--- config.mk ---
export PLATFORM = sky130hd
export DESIGN_NAME = ltc2308_responder
export DESIGN_NICKNAME = d
export VERILOG_FILES = /design/src/rtl/ltc2308_responder.sv
export SDC_FILE = /design/constraint.sdc
export NUM_CORES = 1
export LEC_CHECK = 0
export ABC_CLOCK_PERIOD_IN_PS = 2800
export CAP_MARGIN = 20
export CORE_ASPECT_RATIO = 0.7
export CORE_UTILIZATION = 45
export DETAILED_ROUTE_END_ITERATION = 12
export HOLD_SLACK_MARGIN = 0.12
export PLACE_DENSITY_LB_ADDON = 0.08
export SLEW_MARGIN = 20
export SYNTH_ARGS = -nofsm -noshare
export SYNTH_HDL_FRONTEND = slang
export SYNTH_SLANG_ARGS = --single-unit
--- constraint.sdc ---
create_clock -name clk -period 2.8 [get_ports clk]
set_input_delay 0.42 -clock clk [delete_from_list [all_inputs] [get_ports clk]]
set_output_delay 0.42 -clock clk [all_outputs]
set_load 0.01 [all_outputs]
--- src/rtl/ltc2308_responder.sv ---
// rtl/ltc2308_responder.sv - behavioural LTC2308 ADC stand-in driven by an SPI-style controller
module ltc2308_responder #(
    parameter int CONV_CYCLES = 80,
    parameter int SYNC_STAGES = 2
) (
    input  logic        clk,
    input  logic        reset,
    input  logic        convst,
    input  logic        sck,
    input  logic        sdi,
    output logic        sdo,
    input  logic [11:0] sample_in,
    output logic [2:0]  channel,
    output logic [5:0]  cfg_word,
    output logic        busy,
    output logic        frame_done,
    output logic        frame_abort
);

    localparam int CW = $clog2(CONV_CYCLES + 1);
    localparam logic [5:0] CFG_RESET = 6'b100010;

    typedef enum logic [1:0] {
        ST_IDLE,
        ST_CONV,
        ST_WAIT_LOW,
        ST_SHIFT
    } state_t;

    logic [SYNC_STAGES-1:0] convst_sync_q, convst_sync_d;
    logic [SYNC_STAGES-1:0] sck_sync_q, sck_sync_d;
    logic [SYNC_STAGES-1:0] sdi_sync_q, sdi_sync_d;
    logic                   convst_prev_q, sck_prev_q;

    state_t         state_q, state_d;
    logic [CW-1:0]  conv_cnt_q, conv_cnt_d;
    logic [3:0]     bit_cnt_q, bit_cnt_d;
    logic [11:0]    result_q, result_d;
    logic [5:0]     cfg_sr_q, cfg_sr_d;
    logic [5:0]     cfg_q, cfg_d;
    logic           sdo_q, sdo_d;
    logic           busy_q, busy_d;
    logic           frame_done_q, frame_done_d;
    logic           frame_abort_q, frame_abort_d;

    logic convst_s, sck_s, sdi_s;
    logic convst_rise, convst_fall, sck_rise, sck_fall;
    logic [5:0] cfg_commit;

    assign convst_s    = convst_sync_q[SYNC_STAGES-1];
    assign sck_s       = sck_sync_q[SYNC_STAGES-1];
    assign sdi_s       = sdi_sync_q[SYNC_STAGES-1];
    assign convst_rise = convst_s & ~convst_prev_q;
    assign convst_fall = ~convst_s & convst_prev_q;
    assign sck_rise    = sck_s & ~sck_prev_q;
    assign sck_fall    = ~sck_s & sck_prev_q;

    // Config only takes effect once all six bits have been shifted in.
    assign cfg_commit = (bit_cnt_q >= 4'd6) ? cfg_sr_q : cfg_q;

    // Sample coding: unipolar straight binary, bipolar flips the MSB to two's complement.
    function automatic logic [11:0] code_sample(input logic uni, input logic [11:0] s);
        return uni ? s : (s ^ 12'h800);
    endfunction

    // Shift each asynchronous input through its synchronizer chain.
    always_comb begin
        convst_sync_d    = convst_sync_q;
        sck_sync_d       = sck_sync_q;
        sdi_sync_d       = sdi_sync_q;
        convst_sync_d[0] = convst;
        sck_sync_d[0]    = sck;
        sdi_sync_d[0]    = sdi;
        for (int i = 1; i < SYNC_STAGES; i++) begin
            convst_sync_d[i] = convst_sync_q[i-1];
            sck_sync_d[i]    = sck_sync_q[i-1];
            sdi_sync_d[i]    = sdi_sync_q[i-1];
        end
    end

    // Conversion / serial-frame state machine next-state logic.
    always_comb begin
        state_d       = state_q;
        conv_cnt_d    = conv_cnt_q;
        bit_cnt_d     = bit_cnt_q;
        result_d      = result_q;
        cfg_sr_d      = cfg_sr_q;
        cfg_d         = cfg_q;
        sdo_d         = sdo_q;
        busy_d        = busy_q;
        frame_done_d  = 1'b0;
        frame_abort_d = 1'b0;
        case (state_q)
            ST_IDLE: begin
                if (convst_rise && !cfg_q[0]) begin
                    state_d    = ST_CONV;
                    result_d   = code_sample(cfg_q[1], sample_in);
                    conv_cnt_d = CW'(CONV_CYCLES - 1);
                    busy_d     = 1'b1;
                end else if (convst_fall && cfg_q[0]) begin
                    // Asleep: still accept a config frame, but with no data behind it.
                    state_d   = ST_SHIFT;
                    result_d  = 12'h000;
                    bit_cnt_d = 4'd0;
                    cfg_sr_d  = 6'd0;
                    sdo_d     = 1'b0;
                end
            end
            ST_CONV: begin
                if (conv_cnt_q == '0) begin
                    state_d = ST_WAIT_LOW;
                    busy_d  = 1'b0;
                end else begin
                    conv_cnt_d = conv_cnt_q - 1'b1;
                end
            end
            ST_WAIT_LOW, ST_SHIFT: begin
                if (convst_rise) begin
                    frame_abort_d = 1'b1;
                    cfg_d         = cfg_commit;
                    bit_cnt_d     = 4'd0;
                    sdo_d         = 1'b0;
                    if (cfg_commit[0]) begin
                        state_d = ST_IDLE;
                    end else begin
                        state_d    = ST_CONV;
                        result_d   = code_sample(cfg_commit[1], sample_in);
                        conv_cnt_d = CW'(CONV_CYCLES - 1);
                        busy_d     = 1'b1;
                    end
                end else if (state_q == ST_WAIT_LOW) begin
                    if (!convst_s) begin
                        state_d   = ST_SHIFT;
                        sdo_d     = result_q[11];
                        bit_cnt_d = 4'd0;
                        cfg_sr_d  = 6'd0;
                    end
                end else if (sck_rise) begin
                    if (bit_cnt_q < 4'd6) begin
                        cfg_sr_d = {cfg_sr_q[4:0], sdi_s};
                    end
                end else if (sck_fall) begin
                    if (bit_cnt_q == 4'd11) begin
                        state_d      = ST_IDLE;
                        sdo_d        = 1'b0;
                        frame_done_d = 1'b1;
                        cfg_d        = cfg_sr_q;
                        bit_cnt_d    = 4'd0;
                    end else begin
                        bit_cnt_d = bit_cnt_q + 4'd1;
                        sdo_d     = result_q[4'd10 - bit_cnt_q];
                    end
                end
            end
            default: state_d = ST_IDLE;
        endcase
    end

    // All state registers, cleared asynchronously on reset.
    always_ff @(posedge clk or posedge reset) begin
        if (reset) begin
            convst_sync_q <= '0;
            sck_sync_q    <= '0;
            sdi_sync_q    <= '0;
            convst_prev_q <= 1'b0;
            sck_prev_q    <= 1'b0;
            state_q       <= ST_IDLE;
            conv_cnt_q    <= '0;
            bit_cnt_q     <= 4'd0;
            result_q      <= 12'h000;
            cfg_sr_q      <= 6'd0;
            cfg_q         <= CFG_RESET;
            sdo_q         <= 1'b0;
            busy_q        <= 1'b0;
            frame_done_q  <= 1'b0;
            frame_abort_q <= 1'b0;
        end else begin
            convst_sync_q <= convst_sync_d;
            sck_sync_q    <= sck_sync_d;
            sdi_sync_q    <= sdi_sync_d;
            convst_prev_q <= convst_s;
            sck_prev_q    <= sck_s;
            state_q       <= state_d;
            conv_cnt_q    <= conv_cnt_d;
            bit_cnt_q     <= bit_cnt_d;
            result_q      <= result_d;
            cfg_sr_q      <= cfg_sr_d;
            cfg_q         <= cfg_d;
            sdo_q         <= sdo_d;
            busy_q        <= busy_d;
            frame_done_q  <= frame_done_d;
            frame_abort_q <= frame_abort_d;
        end
    end

    assign sdo         = sdo_q;
    assign busy        = busy_q;
    assign frame_done  = frame_done_q;
    assign frame_abort = frame_abort_q;
    assign cfg_word    = cfg_q;
    assign channel     = cfg_q[5] ? {cfg_q[3], cfg_q[2], cfg_q[4]} : {cfg_q[3], cfg_q[2], 1'b0};

endmodule

==> results.tsv <==
metric	value	unit
Final Skew	5.07	ps
Max VDD drop	309	µV
power per cell area	805	nW/µm²
Min Clock Period, post-route	2350	ps
post-layout util	56.4	%
Worst Setup Start Kind	flop	
area grow syn2layout	17.6	%
Max FO, Critical Path	11	
Root Buffer	clkbuf_8	
TritonCTS clock tree	done	
clock tree sinks	49	
CTS resizes	0	
die height	65.3	µm
Num CTS Buffers	5	
Die W	92.4	µm
top cells by area, synth	dfrtp_1 46%, mux2_2 5.3%, mux2i_1 5.1%	
Final HPWL DP	3.63	mm
Starting Density	47.9	%
H-tree depth	2	
leakage power total	1.38	nW
Final Non-Filler Cells	343	
reg2reg path depth	6	
setup_tns	0	ps
Synth Flop Type	dfrtp_1	
top-count cell post-synth	dfrtp_1	
final setup fails	0	
FMAX	0.426	GHz
# diodes	0	
Mapped Avg Cell Area	10.6	µm²
Hold Crit Depth	0	
status	completed	
drt pass-1 iters	4	
GPL Wtd Cong	0.823	
worst slew pin tran	703	ps
first-pass GRT wire length	8.22	mm
Slew Viols, Final	0	
Arrival @ worst endpoint	2540	ps
Min-Delay Path Class	flop to flop	
CP Data Required Time	2990	ps
WS Path Type	flop to flop	
post-synth top area cell	dfrtp_1	
FFs w/ async S/R, synth	100	%
post-DR vias/cell	5.27	
placed cells	335	
initial antenna violation count	0	
Synth top area share	45.7	%
Hold-fix buffers, CTS	0	
Routed WL per cell	14.6	µm
Post-synth top cells	47 x dfrtp_1, 26 x nand2_1, 22 x inv_1	
number of synthesized register bits	49	
post-synth cell types	59	
core region area	5370	µm²
fraction of layout cells with a size suffix above 1	15.5	%
period utilisation layout	83.9	%
Mapped Area	2570	µm²
Synthesized Nets	264	
Tot GR Track Use	18.0	%
Synth Warn #	0	
total gr overflow	0	
Post-DP Area	2920	µm²
buffers added on ports	29	
post-synthesis sequential area ratio	47.8	%
max capacitance violation total	0	
Post-synth EDFFs	0	
Slew headroom	52.7	%
final hold vios	0	
row count	22	
DRT Wirelength	5.00	mm
RSZ-0062 raised after global routing	no	
Reg clk slew, reported paths	90	ps
via count	1808	
CP Capture Type	flop	
cell count after synthesis	243	
post-CTS setup repair buffer count	0	
Clock Latency Late Sink	300	ps
clk buf depth	2	
IO Count	30	
DRC	0	
DIE AREA	6030	µm²
Final Power	2.43	mW
ANT nets after route	0	
vias in the first global route	1657	
initial DRC count	87	
largest net degree at the start of global routing	28	
design area	3030	µm²
fin nets	291	
==> cell type report <==
type,count,area [µm²]
inverters,22,82.6
clock inverters,2,35.0
flip-flops and latches,49,1230
fillers,476,2340
repair buffers,33,333
multi-input cells,159,1180
well taps,72,90.1
clock buffers,6,72.6
==> state kept, by name, indices dropped and copies added (netlist names), 2 cells and up <==
signal	flops
bit_cnt_q	4
cfg_sr_q	6
sck_sync_q	2
sdi_sync_q	2
conv_cnt_q	7
state_q	2
cfg_word	6
convst_sync_q	2
result_q	12
==> cells by family after synthesis <==
logic type                 Yosys count  synth area share (%)
xor gates and xnor gates             2                 0.681
muxes                               29                  13.5
and+or+nand+nor                     78                  16.1
buffers and inverters               35                  6.23
DFF                                 49                  47.8
AOI/OAI and AO/OA                   46                  13.8
adders and majority gates            4                  1.95
==> layout by cell type, fill, tap and decap left out, types with 3 or more instances in the layout <==
cell type and instances:
nand3_1 6, clkdlybuf4s50_1 29, and3_1 6, o22ai_1 3
mux4_2 3, nor2_1 12, mux2_2 12, a31oi_1 3
nor2b_1 4, o21ai_0 8, o31ai_1 4, a21oi_1 7
nand2b_1 4, o21ai_2 3, buf_4 3, nand4_1 3
nand2_1 26, dfrtp_1 47, ha_1 4, inv_1 21
mux2i_1 13, clkbuf_8 5
==> per-layer routing <==
| layer | part of all wire (%) | wire length, µm | vias to the layer above | track usage, % |
|---|---|---|---|---|
| li1 | - | - | 911 | - |
| met1 | 55 | 2770 | 848 | 28.5 |
| met2 | 39 | 1950 | 42 | 24.4 |
| met3 | 5.0 | 248 | 7 | 3.94 |
| met4 | 0.72 | 36 | 0 | 4.69 |
| met5 | 0 | 0 | - | 0 |
==> stage by stage <==
step	hold WS (ps)	worst slack [ps]
floorplan	331	832
global placement	332	506
detailed placement	337	439
CTS	358	437
global route	367	260
finish	356	450
==> critical path, cell delays in order, from the launching register on <==
cell     delay [ps]
dfrtp_1         590
ha_1            350
nor2b_1         210
nand4_1         150
o31a_1          290
nor2_2          270
mux2_2          370
==> worst paths after layout <==
path                                from       endpoint  slack [ps]
hold reg to reg            sck_sync_q[0]  sck_sync_q[1]         360
min in group asynchronous          reset    cfg_sr_q[1]         490
hold / removal             sck_sync_q[0]  sck_sync_q[1]         360
setup reg to reg            bit_cnt_q[0]    cfg_word[0]         450
setup / recovery            bit_cnt_q[0]    cfg_word[0]         450
max in group asynchronous          reset     state_q[1]        1780
==> power breakdown <==
| part | internal (mW) | total, mW | switching [mW] | leakage [nW] |
|---|---|---|---|---|
| clock | 0.265 | 0.494 | 0.229 | 0.0552 |
| combinational | 0.410 | 0.901 | 0.492 | 0.722 |
| sequential | 0.876 | 1.04 | 0.164 | 0.605 |
No activity file was read; power rests on OpenSTA's default activity.
